`config.mk`:
```
export PLATFORM = sky130hd
export DESIGN_NAME = eth_tx_sched
export DESIGN_NICKNAME = d
export VERILOG_FILES = /design/src/rtl/eth_tx_pkg.sv /design/src/rtl/eth_crc32.sv /design/src/rtl/eth_tx_sched.sv
export SDC_FILE = /design/constraint.sdc
export NUM_CORES = 1
export LEC_CHECK = 0
export BUFFER_PORTS_ARGS = -buffer_cell sky130_fd_sc_hd__buf_2
export CORE_AREA = 2 2 149 166
export CTS_CLUSTER_SIZE = 10
export DETAILED_ROUTE_END_ITERATION = 12
export DIE_AREA = 0 0 151 168
export GPL_ROUTABILITY_DRIVEN = 0
export HOLD_SLACK_MARGIN = 0.15
export PLACE_DENSITY = 0.48
export SLEW_MARGIN = 10
export SYNTH_ARGS = -nofsm -noshare
export SYNTH_HDL_FRONTEND = slang
export SYNTH_SLANG_ARGS = --single-unit
```
`constraint.sdc`:
```
create_clock -name clock -period 3.1 [get_ports clock]
set_input_delay 0.31 -clock clock [delete_from_list [all_inputs] [get_ports clock]]
set_output_delay 0.31 -clock clock [all_outputs]
set_load 0.02 [all_outputs]
```
`src/rtl/eth_tx_pkg.sv`:
```
// eth_tx_pkg: shared types and constants for the GMII transmit scheduler.
//   tx_state_t     - scheduler FSM states
//   ETH_*          - preamble and start-of-frame delimiter bytes
//   CRC32_*        - Ethernet CRC-32 polynomial, seed and good-frame residue
//   crc32_byte()   - one byte step of the reflected (LSB-first) CRC-32
package eth_tx_pkg;

  typedef enum logic [2:0] {
    IDLE,
    PREAMBLE,
    SFD,
    DATA,
    PAD,
    FCS,
    IFG,
    DROP
  } tx_state_t;

  localparam logic [7:0]  ETH_PREAMBLE  = 8'h55;
  localparam logic [7:0]  ETH_SFD       = 8'hD5;
  localparam logic [31:0] CRC32_POLY    = 32'h04C11DB7;
  localparam logic [31:0] CRC32_INIT    = 32'hFFFFFFFF;
  localparam logic [31:0] CRC32_RESIDUE = 32'hC704DD7B;

  function automatic logic [31:0] reflect32(input logic [31:0] v);
    logic [31:0] r;
    for (int i = 0; i < 32; i++) begin
      r[i] = v[31-i];
    end
    return r;
  endfunction

  // Ethernet sends bits LSB first, so the register runs in the reflected domain.
  localparam logic [31:0] CRC32_POLY_REFL = reflect32(CRC32_POLY);

  function automatic logic [31:0] crc32_byte(input logic [31:0] crc, input logic [7:0] data);
    logic [31:0] c;
    c = crc;
    for (int i = 0; i < 8; i++) begin
      if (c[0] ^ data[i]) begin
        c = (c >> 1) ^ CRC32_POLY_REFL;
      end else begin
        c = c >> 1;
      end
    end
    return c;
  endfunction

endpackage

```
`src/rtl/eth_crc32.sv`:
```
// eth_crc32: byte-wide Ethernet CRC-32 accumulator.
//   clock    - GMII transmit clock
//   reset    - synchronous, active-high; reloads the seed
//   init     - restart from the seed; may coincide with data_en, in which
//              case the byte is folded into a fresh seed
//   data_en  - fold data into the running CRC this cycle
//   data     - byte to fold in
//   crc_out  - registered running CRC (reflected, not inverted); the frame
//              FCS is ~crc_out sent least-significant byte first
module eth_crc32
  import eth_tx_pkg::*;
(
  input  logic        clock,
  input  logic        reset,
  input  logic        init,
  input  logic        data_en,
  input  logic [7:0]  data,
  output logic [31:0] crc_out
);

  logic [31:0] crc_q;
  logic [31:0] crc_base;
  logic [31:0] crc_next;

  always_comb begin
    crc_base = init ? CRC32_INIT : crc_q;
    crc_next = data_en ? crc32_byte(crc_base, data) : crc_base;
  end

  always_ff @(posedge clock) begin
    if (reset) begin
      crc_q <= CRC32_INIT;
    end else begin
      crc_q <= crc_next;
    end
  end

  assign crc_out = crc_q;

endmodule

```
`src/rtl/eth_tx_sched.sv`:
```
// eth_tx_sched: two-requester GMII transmit scheduler.
//   clock              - 125 MHz GMII transmit clock
//   reset              - synchronous, active-high
//   reqN_valid/data/last/ready (N = 0,1)
//                      - byte streams, DA first, last marks final payload byte;
//                        a byte moves on valid & ready
//   gmii_tx_en/data/er - registered PHY outputs
//   busy               - FSM not in IDLE
//   grant              - requester owning the current frame (valid while busy)
//   frames_sent        - completed frames, wraps
//   aborts             - underrun / oversize aborts, wraps
//
// Output registers are loaded with the byte for the *next* cycle, so a state
// decides what the PHY sees one cycle later.
//
//   state    | meaning
//   ---------+---------------------------------------------------------
//   IDLE     | no frame; arbitrate and launch first preamble byte
//   PREAMBLE | 0x55 bytes on the wire, timer counts down to the SFD
//   SFD      | 0xD5 on the wire, ready up, first payload byte accepted
//   DATA     | payload accepted byte-per-cycle until last / abort
//   PAD      | zero bytes until the frame reaches MIN_FRAME
//   FCS      | four CRC bytes, least significant first
//   IFG      | tx_en low for IFG_BYTES cycles
//   DROP     | aborted frame, discard requester bytes until last
module eth_tx_sched
  import eth_tx_pkg::*;
#(
  parameter int PREAMBLE_LEN = 7,
  parameter int MIN_FRAME    = 60,
  parameter int MAX_FRAME    = 1514,
  parameter int IFG_BYTES    = 12
) (
  input  logic        clock,
  input  logic        reset,
  input  logic        req0_valid,
  input  logic [7:0]  req0_data,
  input  logic        req0_last,
  output logic        req0_ready,
  input  logic        req1_valid,
  input  logic [7:0]  req1_data,
  input  logic        req1_last,
  output logic        req1_ready,
  output logic        gmii_tx_en,
  output logic [7:0]  gmii_tx_data,
  output logic        gmii_tx_er,
  output logic        busy,
  output logic        grant,
  output logic [15:0] frames_sent,
  output logic [15:0] aborts
);

  localparam logic [10:0] MIN_CNT  = 11'(MIN_FRAME);
  localparam logic [10:0] MAX_CNT  = 11'(MAX_FRAME);
  localparam logic [7:0]  PRE_LOAD = 8'(PREAMBLE_LEN - 1);
  localparam logic [7:0]  IFG_LOAD = 8'(IFG_BYTES - 1);
  localparam logic [7:0]  FCS_LOAD = 8'd3;

  tx_state_t   state, state_d;
  logic [7:0]  tmr, tmr_d;
  logic [10:0] byte_cnt, byte_cnt_d, byte_cnt_inc;
  logic        grant_q, grant_d;
  logic        rr_prio, rr_prio_d;
  logic        tx_en_d, tx_er_d;
  logic [7:0]  tx_data_d;
  logic        frame_done, frame_abort;

  logic        sel_valid, sel_last;
  logic [7:0]  sel_data;
  logic        oversize, ready_int, accept;

  logic        crc_init, crc_en;
  logic [7:0]  crc_data;
  logic [31:0] crc_q, fcs;
  logic [1:0]  fcs_idx;

  assign sel_valid    = grant_q ? req1_valid : req0_valid;
  assign sel_data     = grant_q ? req1_data  : req0_data;
  assign sel_last     = grant_q ? req1_last  : req0_last;
  assign byte_cnt_inc = byte_cnt + 11'd1;

  // At MAX_FRAME the next DATA cycle refuses the byte and aborts instead.
  assign oversize  = (state == DATA) && (byte_cnt == MAX_CNT);
  assign ready_int = (state == SFD) || ((state == DATA) && !oversize) || (state == DROP);
  assign accept    = ready_int && sel_valid && (state != DROP);

  assign req0_ready = ready_int && !grant_q;
  assign req1_ready = ready_int &&  grant_q;
  assign busy       = (state != IDLE);
  assign grant      = grant_q;

  // The CRC register settles on the last DATA/PAD byte exactly as FCS starts,
  // so FCS reads it directly; the timer counts 3..0, giving byte index 0..3.
  assign crc_init = (state == SFD);
  assign crc_en   = accept || (state == PAD);
  assign crc_data = (state == PAD) ? 8'h00 : sel_data;
  assign fcs      = ~crc_q;
  assign fcs_idx  = ~tmr[1:0];

  eth_crc32 u_crc (
    .clock   (clock),
    .reset   (reset),
    .init    (crc_init),
    .data_en (crc_en),
    .data    (crc_data),
    .crc_out (crc_q)
  );

  always_ff @(posedge clock) begin
    if (reset) begin
      state <= IDLE;
    end else begin
      state <= state_d;
    end
  end

  always_comb begin
    state_d     = state;
    tmr_d       = tmr;
    byte_cnt_d  = byte_cnt;
    grant_d     = grant_q;
    rr_prio_d   = rr_prio;
    tx_en_d     = 1'b0;
    tx_data_d   = 8'h00;
    tx_er_d     = 1'b0;
    frame_done  = 1'b0;
    frame_abort = 1'b0;

    case (state)
      IDLE: begin
        byte_cnt_d = '0;
        if (req0_valid || req1_valid) begin
          // rr_prio names the requester that wins a tie.
          grant_d   = (req0_valid && req1_valid) ? rr_prio : req1_valid;
          rr_prio_d = ~grant_d;
          tmr_d     = PRE_LOAD;
          state_d   = PREAMBLE;
          tx_en_d   = 1'b1;
          tx_data_d = ETH_PREAMBLE;
        end
      end

      PREAMBLE: begin
        tx_en_d = 1'b1;
        if (tmr == 8'd0) begin
          state_d   = SFD;
          tx_data_d = ETH_SFD;
        end else begin
          tmr_d     = tmr - 8'd1;
          tx_data_d = ETH_PREAMBLE;
        end
      end

      SFD, DATA: begin
        tx_en_d = 1'b1;
        if (sel_valid && !oversize) begin
          tx_data_d  = sel_data;
          byte_cnt_d = byte_cnt_inc;
          state_d    = DATA;
          if (sel_last) begin
            if (byte_cnt_inc < MIN_CNT) begin
              state_d = PAD;
            end else begin
              state_d = FCS;
              tmr_d   = FCS_LOAD;
            end
          end
        end else begin
          tx_er_d     = 1'b1;
          frame_abort = 1'b1;
          state_d     = DROP;
        end
      end

      PAD: begin
        tx_en_d    = 1'b1;
        byte_cnt_d = byte_cnt_inc;
        if (byte_cnt_inc >= MIN_CNT) begin
          state_d = FCS;
          tmr_d   = FCS_LOAD;
        end
      end

      FCS: begin
        tx_en_d   = 1'b1;
        tx_data_d = 8'(fcs >> {fcs_idx, 3'b000});
        if (tmr == 8'd0) begin
          frame_done = 1'b1;
          state_d    = IFG;
          tmr_d      = IFG_LOAD;
        end else begin
          tmr_d = tmr - 8'd1;
        end
      end

      IFG: begin
        if (tmr == 8'd0) begin
          state_d = IDLE;
        end else begin
          tmr_d = tmr - 8'd1;
        end
      end

      DROP: begin
        if (sel_valid && sel_last) begin
          state_d = IFG;
          tmr_d   = IFG_LOAD;
        end
      end

      default: begin
        state_d = IDLE;
      end
    endcase
  end

  always_ff @(posedge clock) begin
    if (reset) begin
      tmr          <= '0;
      byte_cnt     <= '0;
      grant_q      <= 1'b0;
      rr_prio      <= 1'b0;
      gmii_tx_en   <= 1'b0;
      gmii_tx_data <= 8'h00;
      gmii_tx_er   <= 1'b0;
      frames_sent  <= 16'd0;
      aborts       <= 16'd0;
    end else begin
      tmr          <= tmr_d;
      byte_cnt     <= byte_cnt_d;
      grant_q      <= grant_d;
      rr_prio      <= rr_prio_d;
      gmii_tx_en   <= tx_en_d;
      gmii_tx_data <= tx_data_d;
      gmii_tx_er   <= tx_er_d;
      if (frame_done) begin
        frames_sent <= frames_sent + 16'd1;
      end
      if (frame_abort) begin
        aborts <= aborts + 16'd1;
      end
    end
  end

endmodule

```
After elaboration in Yosys (flattened, before gate mapping)
Cells that the tools add are included.
Operators by class
  reduce and logical (&&, ||, !) cells: 26
  muxes and demuxes: 46
  add/subtract/negate cells: 4
  bitwise operators: 19
  equal/unequal tests: 19
  magnitude comparators: 2
  shifts and indexed selects: 1
Operator list (count)
  $mux W32: 10
  $not A13 Y14: 8
  $mux W8: 12
  $pmux W8 S6: 1
  $pmux W11 S3: 1
  $add A16 B1 Y16 const B: 2
  $not A32 Y32: 1
  $pmux W8 S4: 1
  $shr A32 B5 Y8: 1
  $mux W3: 8
  $pmux W3 S7: 1
  $ne A2 B2 Y1 const B: 8
  $eq A3 B3 Y1 const B: 4
  $add A11 B1 Y11 const B: 1
  $eq A11 B11 Y1 const B: 1
  $ge A11 B6 Y1 const B: 1
  $lt A11 B6 Y1 const B: 1
  $mux W11: 1
  $logic_and A1 B1 Y1: 9
  $mux W1: 9
  $logic_not A8 Y1: 1
  $sub A8 B1 Y8 const B: 1
  $xor A1 B1 Y1: 8
  $mux W7: 1
  other kinds (16): 25
Word-level totals
  output and inout port bits: 46
  flip-flop bits (word level): 98
  logic and storage cells: 128

Longest topological paths before layout
  word-level depth: 19
  mapped depth: 11
  gate-level depth less buffers: 9

Modules after synthesis
From an unflattened synthesis, not the netlist that was laid out.
Unflattened totals
  cell total of the unflattened synthesis: 780
  area total of the unflattened synthesis: 6498.7 um2
Modules (own cells, without submodules)
  eth_tx_sched: area each 3982.6 um2, instances 1, sequential area each 1321.3 um2, cells an instance 483
  eth_crc32: area each 2516.2 um2, instances 1, sequential area each 640.6 um2, cells an instance 297

Worst setup path after synthesis
No wires, ideal clock.
  path kind: register -> register
  start: register tmr[0]
  end: register frames_sent[15]
  path buffers: 2
  slack: 0.357 ns
  data arrival time: 2.672 ns
  stages on the path, launching flop included: 11
  cells stage by stage: dfxtp_1 -> clkbuf_1 -> inv_1 -> ha_1 -> or3b_1 -> nor4b_4 -> and4_1 -> clkbuf_1 -> nand4_1 -> or3_1 -> a21oi_1
Between the ends
  word-level cells in the longest chain between the ends: 3
Ends and longest elaborated chain
  from (decl): line eth_tx_sched.sv:60  | logic [7:0] tmr, tmr_d;
  from (signal assigned): line eth_tx_sched.sv:229  | tmr <= tmr_d;
  $logic_not A8 Y1: line eth_tx_sched.sv:187  | if (tmr == 8'd0) begin
  $mux W1: line eth_tx_sched.sv:187
  $mux W1: line eth_tx_sched.sv:129  | case (state)
  to (signal assigned): line eth_tx_sched.sv:237  | frames_sent <= frames_sent + 16'd1;
  to (decl): line eth_tx_sched.sv:49  | output logic [15:0] frames_sent,
No other way between the ends.
A chain may end at the register's enable or synchronous reset.

Worst setup path after layout
  start: register grant_q, in the netlist grant
  end: register u_crc.crc_q[24], in the netlist u_crc.crc_out[24]
Between the ends
  word-level cells in the longest chain between the ends: 17
  elaborated cells between the ends (all ways): 26
  those cells by class: 12 x mux; 11 x bitwise; 3 x reduce/logical
Ends and longest elaborated chain
  from (decl): line eth_tx_sched.sv:62  | logic grant_q, grant_d;
  from (signal assigned): line eth_tx_sched.sv:231  | grant_q <= grant_d;
  $mux W8: line eth_tx_sched.sv:78  | assign sel_data = grant_q ? req1_data : req0_data;
  $mux W8: line eth_tx_sched.sv:96  | assign crc_data = (state == PAD) ? 8'h00 : sel_data;
  $xor A1 B1 Y1: line eth_tx_pkg.sv:40  | if (c[0] ^ data[i]) begin
  $mux W32: line eth_tx_pkg.sv:40
  $not A13 Y14 (no line)
  $mux W32: line eth_tx_pkg.sv:40
  $not A13 Y14 (no line)
  $mux W32 (2 in a row): line eth_tx_pkg.sv:40
  $not A13 Y14 (no line)
  $mux W32: line eth_tx_pkg.sv:40
  $not A13 Y14 (no line)
  $mux W32 (2 in a row): line eth_tx_pkg.sv:40
  $not A13 Y14 (no line)
  $mux W32: line eth_tx_pkg.sv:40
  $mux W32 *: line eth_crc32.sv:27  | crc_next = data_en ? crc32_byte(crc_base, data) : crc_base;
  to (signal assigned): line eth_crc32.sv:34  | crc_q <= crc_next;
  to (decl): line eth_crc32.sv:21  | logic [31:0] crc_q;
Mark *: on every way between the ends. The rest lies on a longest branch, timed or not.

==> impl_metrics.env <==
export IMPL_antenna_cells=0
export IMPL_final_setup_tns_ps=0
export IMPL_synth_edff_count=0
export IMPL_cts_hold_buf=0
export IMPL_slowest_stage="dfxtp_1"
export IMPL_min_path_cells=2
export IMPL_wl_met1_um=8070
export IMPL_async_reset_ff_frac=0
export IMPL_hp_class="in -> reg"
export IMPL_nets=780
export IMPL_syn_inst=696
export IMPL_vias=5246
export IMPL_grt_overflow_total=0
export IMPL_htree_levels=3
export IMPL_clock_skew_ps=10.5
export IMPL_die_area_um2=25400
export IMPL_max_slew_margin=0.432
export IMPL_clk_pin_slew_ps=80
export IMPL_worst_setup_path_end_kind="flop"
export IMPL_grt_pass1_wl_um=27500
export IMPL_syn_nets=723
export IMPL_critical_path_class="reg -> reg"
export IMPL_hold_viol=0
export IMPL_drt_antenna_violating_nets=0
export IMPL_met2WireLength_um=7810
export IMPL_fp_dieH_um=168
export IMPL_fill_cells=2618
export IMPL_grt_max_degree=67
export IMPL_ys_ff_latch=98
export IMPL_yosysTopAreaCellShare=0.335
export IMPL_cp_required_ps=3350
export IMPL_setup_viol=0
export IMPL_grt_pass1_vias=5019
export IMPL_seq_area_um2=1960
export IMPL_power_density_nw_per_um2=1020
export IMPL_min_period_ps=2710
export IMPL_synth_main_ff_cell="dfxtp_1"
export IMPL_slowest_delay_ps=530
export IMPL_drt_iter0_markers=371
export IMPL_via_per_inst=4.91
export IMPL_fin_crit_sh=0.875
export IMPL_top_layer="met4"
export IMPL_postSynthAreaPerCell_um2=8.41
export IMPL_root_buffer="clkbuf_16"
export IMPL_die_w_um=151
export IMPL_drt_wl_total_um=17200
export IMPL_synth_cell_types=67
export IMPL_tightest_slew_ps=847
export IMPL_wl_per_cell_um=16.1
export IMPL_multi_input_area_um2=3660
export IMPL_status="complete, no violations"
export IMPL_antenna_found_initial=0
export IMPL_cts_resized=0
export IMPL_synth_top_area_cell="dfxtp_1"
export IMPL_rows=60
export IMPL_syn_to_final_growth_pct=17.3
export IMPL_wl_met3_um=662
export IMPL_max_freq_mhz=369
export IMPL_cp_max_fo=6
export IMPL_track_usage=0.139
export IMPL_r2r_start="grant"
export IMPL_ys_warn_count=0
export IMPL_finalCoreUtilization=0.288
export IMPL_min_from="req1_valid"
export IMPL_synth_most_common_cell="nor2_1"
export IMPL_io_buffers=67
export IMPL_netlist_area_um2=5850
export IMPL_r2r_slack_ps=390
export IMPL_cts_setup_buffers=0
export IMPL_drt_pass1_iterations=4
export IMPL_maxSlewViolCount=0
export IMPL_start_kind="flop"
export IMPL_worst_skew_pair_late_latency_ps=360
export IMPL_min_to="rr_prio"
export IMPL_drive_above_1_share=0.179
export IMPL_drc=0
export IMPL_synthTopCellsByArea="dfxtp_1, xnor2_1, nor2_1"
export IMPL_rsz0062_at_grt="no"
export IMPL_clockBufferDepth=2
export IMPL_netlist_top_cells_count="nor2_1, dfxtp_1, nand2_1"
export IMPL_clkSinkCount=98
export IMPL_core_area_um2=23900
export IMPL_cts_buffers=9
export IMPL_peakVddDrop_v=0.000371
export IMPL_initial_core_util=0.245
export IMPL_arrival_ps=2960
export IMPL_leakage_nw=2.61
export IMPL_cts_tree="done"
export IMPL_r2r_cells=8
export IMPL_place_hpwl_um=12600
export IMPL_max_cap_violations=0
export IMPL_pin_count=68
export IMPL_seq_area_frac_synth=0.335
export IMPL_crit_chain="buf_4, mux2_2, a211oi_1, a211oi_1, a211o_1, and2_1, xnor2_1, a211o_1"
export IMPL_r2r_end="u_crc.crc_out[24]"
[metal layers]
metal,track usage,vias to the layer above
met4,0.0634,0
met2,0.216,135
li1,-,2574
met5,0,-
met3,0.0252,38
met1,0.186,2499
[flip-flops by register name, indices dropped and copies added, names as in the netlist]
register and cells:
frames_sent 16, gmii_tx_en 1, byte_cnt 11, tmr 8, gmii_tx_data 8, aborts 16
gmii_tx_er 1, state 3, rr_prio 1, grant 1, u_crc.crc_out 32
[critical path: cells and delay by family (launching register included)]
| family | cells | cell delay (ps) |
|---|---|---|
| compound gates | 4 | 1160 |
| xor+xnor | 1 | 130 |
| buf+inv | 1 | 210 |
| flops | 1 | 530 |
| mux | 1 | 380 |
| simple gates | 1 | 180 |
[metrics by stage]
stage / total power, mW / cell area, um^2 / cells / setup slack (ps) / hold WS, ps
3_3_place_gp: 5.95 / 6580 / 1052 / 500 / 473
5_1_grt: 7.54 / 6870 / 1068 / 234 / 241
2_1_floorplan: 4.88 / 5850 / 696 / 357 / 426
4_1_cts: 7.09 / 6870 / 1068 / 390 / 211
6_report: 7.01 / 6870 / 1068 / 388 / 231
3_5_place_dp: 5.91 / 6580 / 1052 / 427 / 487
[power breakdown]
part	switching (mW)	total (mW)	internal (mW)
Sequential	0.235	1.75	1.51
Combinational	2.23	4.14	1.91
Clock	0.564	1.13	0.561
Total	3.03	7.01	3.99
[final cells by class]
class                      count  area share
clock buffer                   9      0.0328
clock inverter                 7     0.00874
inverter                      13     0.00710
multi-input combinational    540       0.532
sequential                    98       0.286
tap                          310      0.0565
timing repair buffer          91      0.0769
[worst max path at each step]
stage	start	end	slack (ps)
global route	grant	u_crc.crc_out[24]	230
global placement	state[2]	u_crc.crc_out[24]	500
finish	grant	u_crc.crc_out[24]	390
detailed placement	grant	u_crc.crc_out[20]	430
CTS	grant	u_crc.crc_out[20]	390
floorplan	tmr[0]	frames_sent[15]	360
[layout by cell type, fill, tap and decap left out, types with 8 or more instances in the layout]
master     instances
a31oi_1           11
o211ai_1          12
xnor2_1           52
nand2_1           66
buf_4             23
and3_1            12
o22ai_1           20
dfxtp_1           98
clkbuf_16          9
o21ai_0           20
nand3_1           18
buf_2             67
nand4_1            8
mux2i_1            9
mux4_2             8
a21oi_1           24
inv_1             13
a311oi_1          10
and2_1            16
nor2_1           101
a211o_1            8
xor2_1            30
nor3_1            20
[cell families after synthesis]
family,Yosys count,synth area share
adder cells (fa/ha/maj),5,0.0107
AND/OR/NAND/NOR,279,0.230
multiplexers,21,0.0539
AO/OA/AOI/OAI,142,0.166
XOR/XNOR,93,0.163
flip-flops,98,0.335
buffers and inverters,58,0.0415
Note: power is estimated with default switching activity, not from simulation.
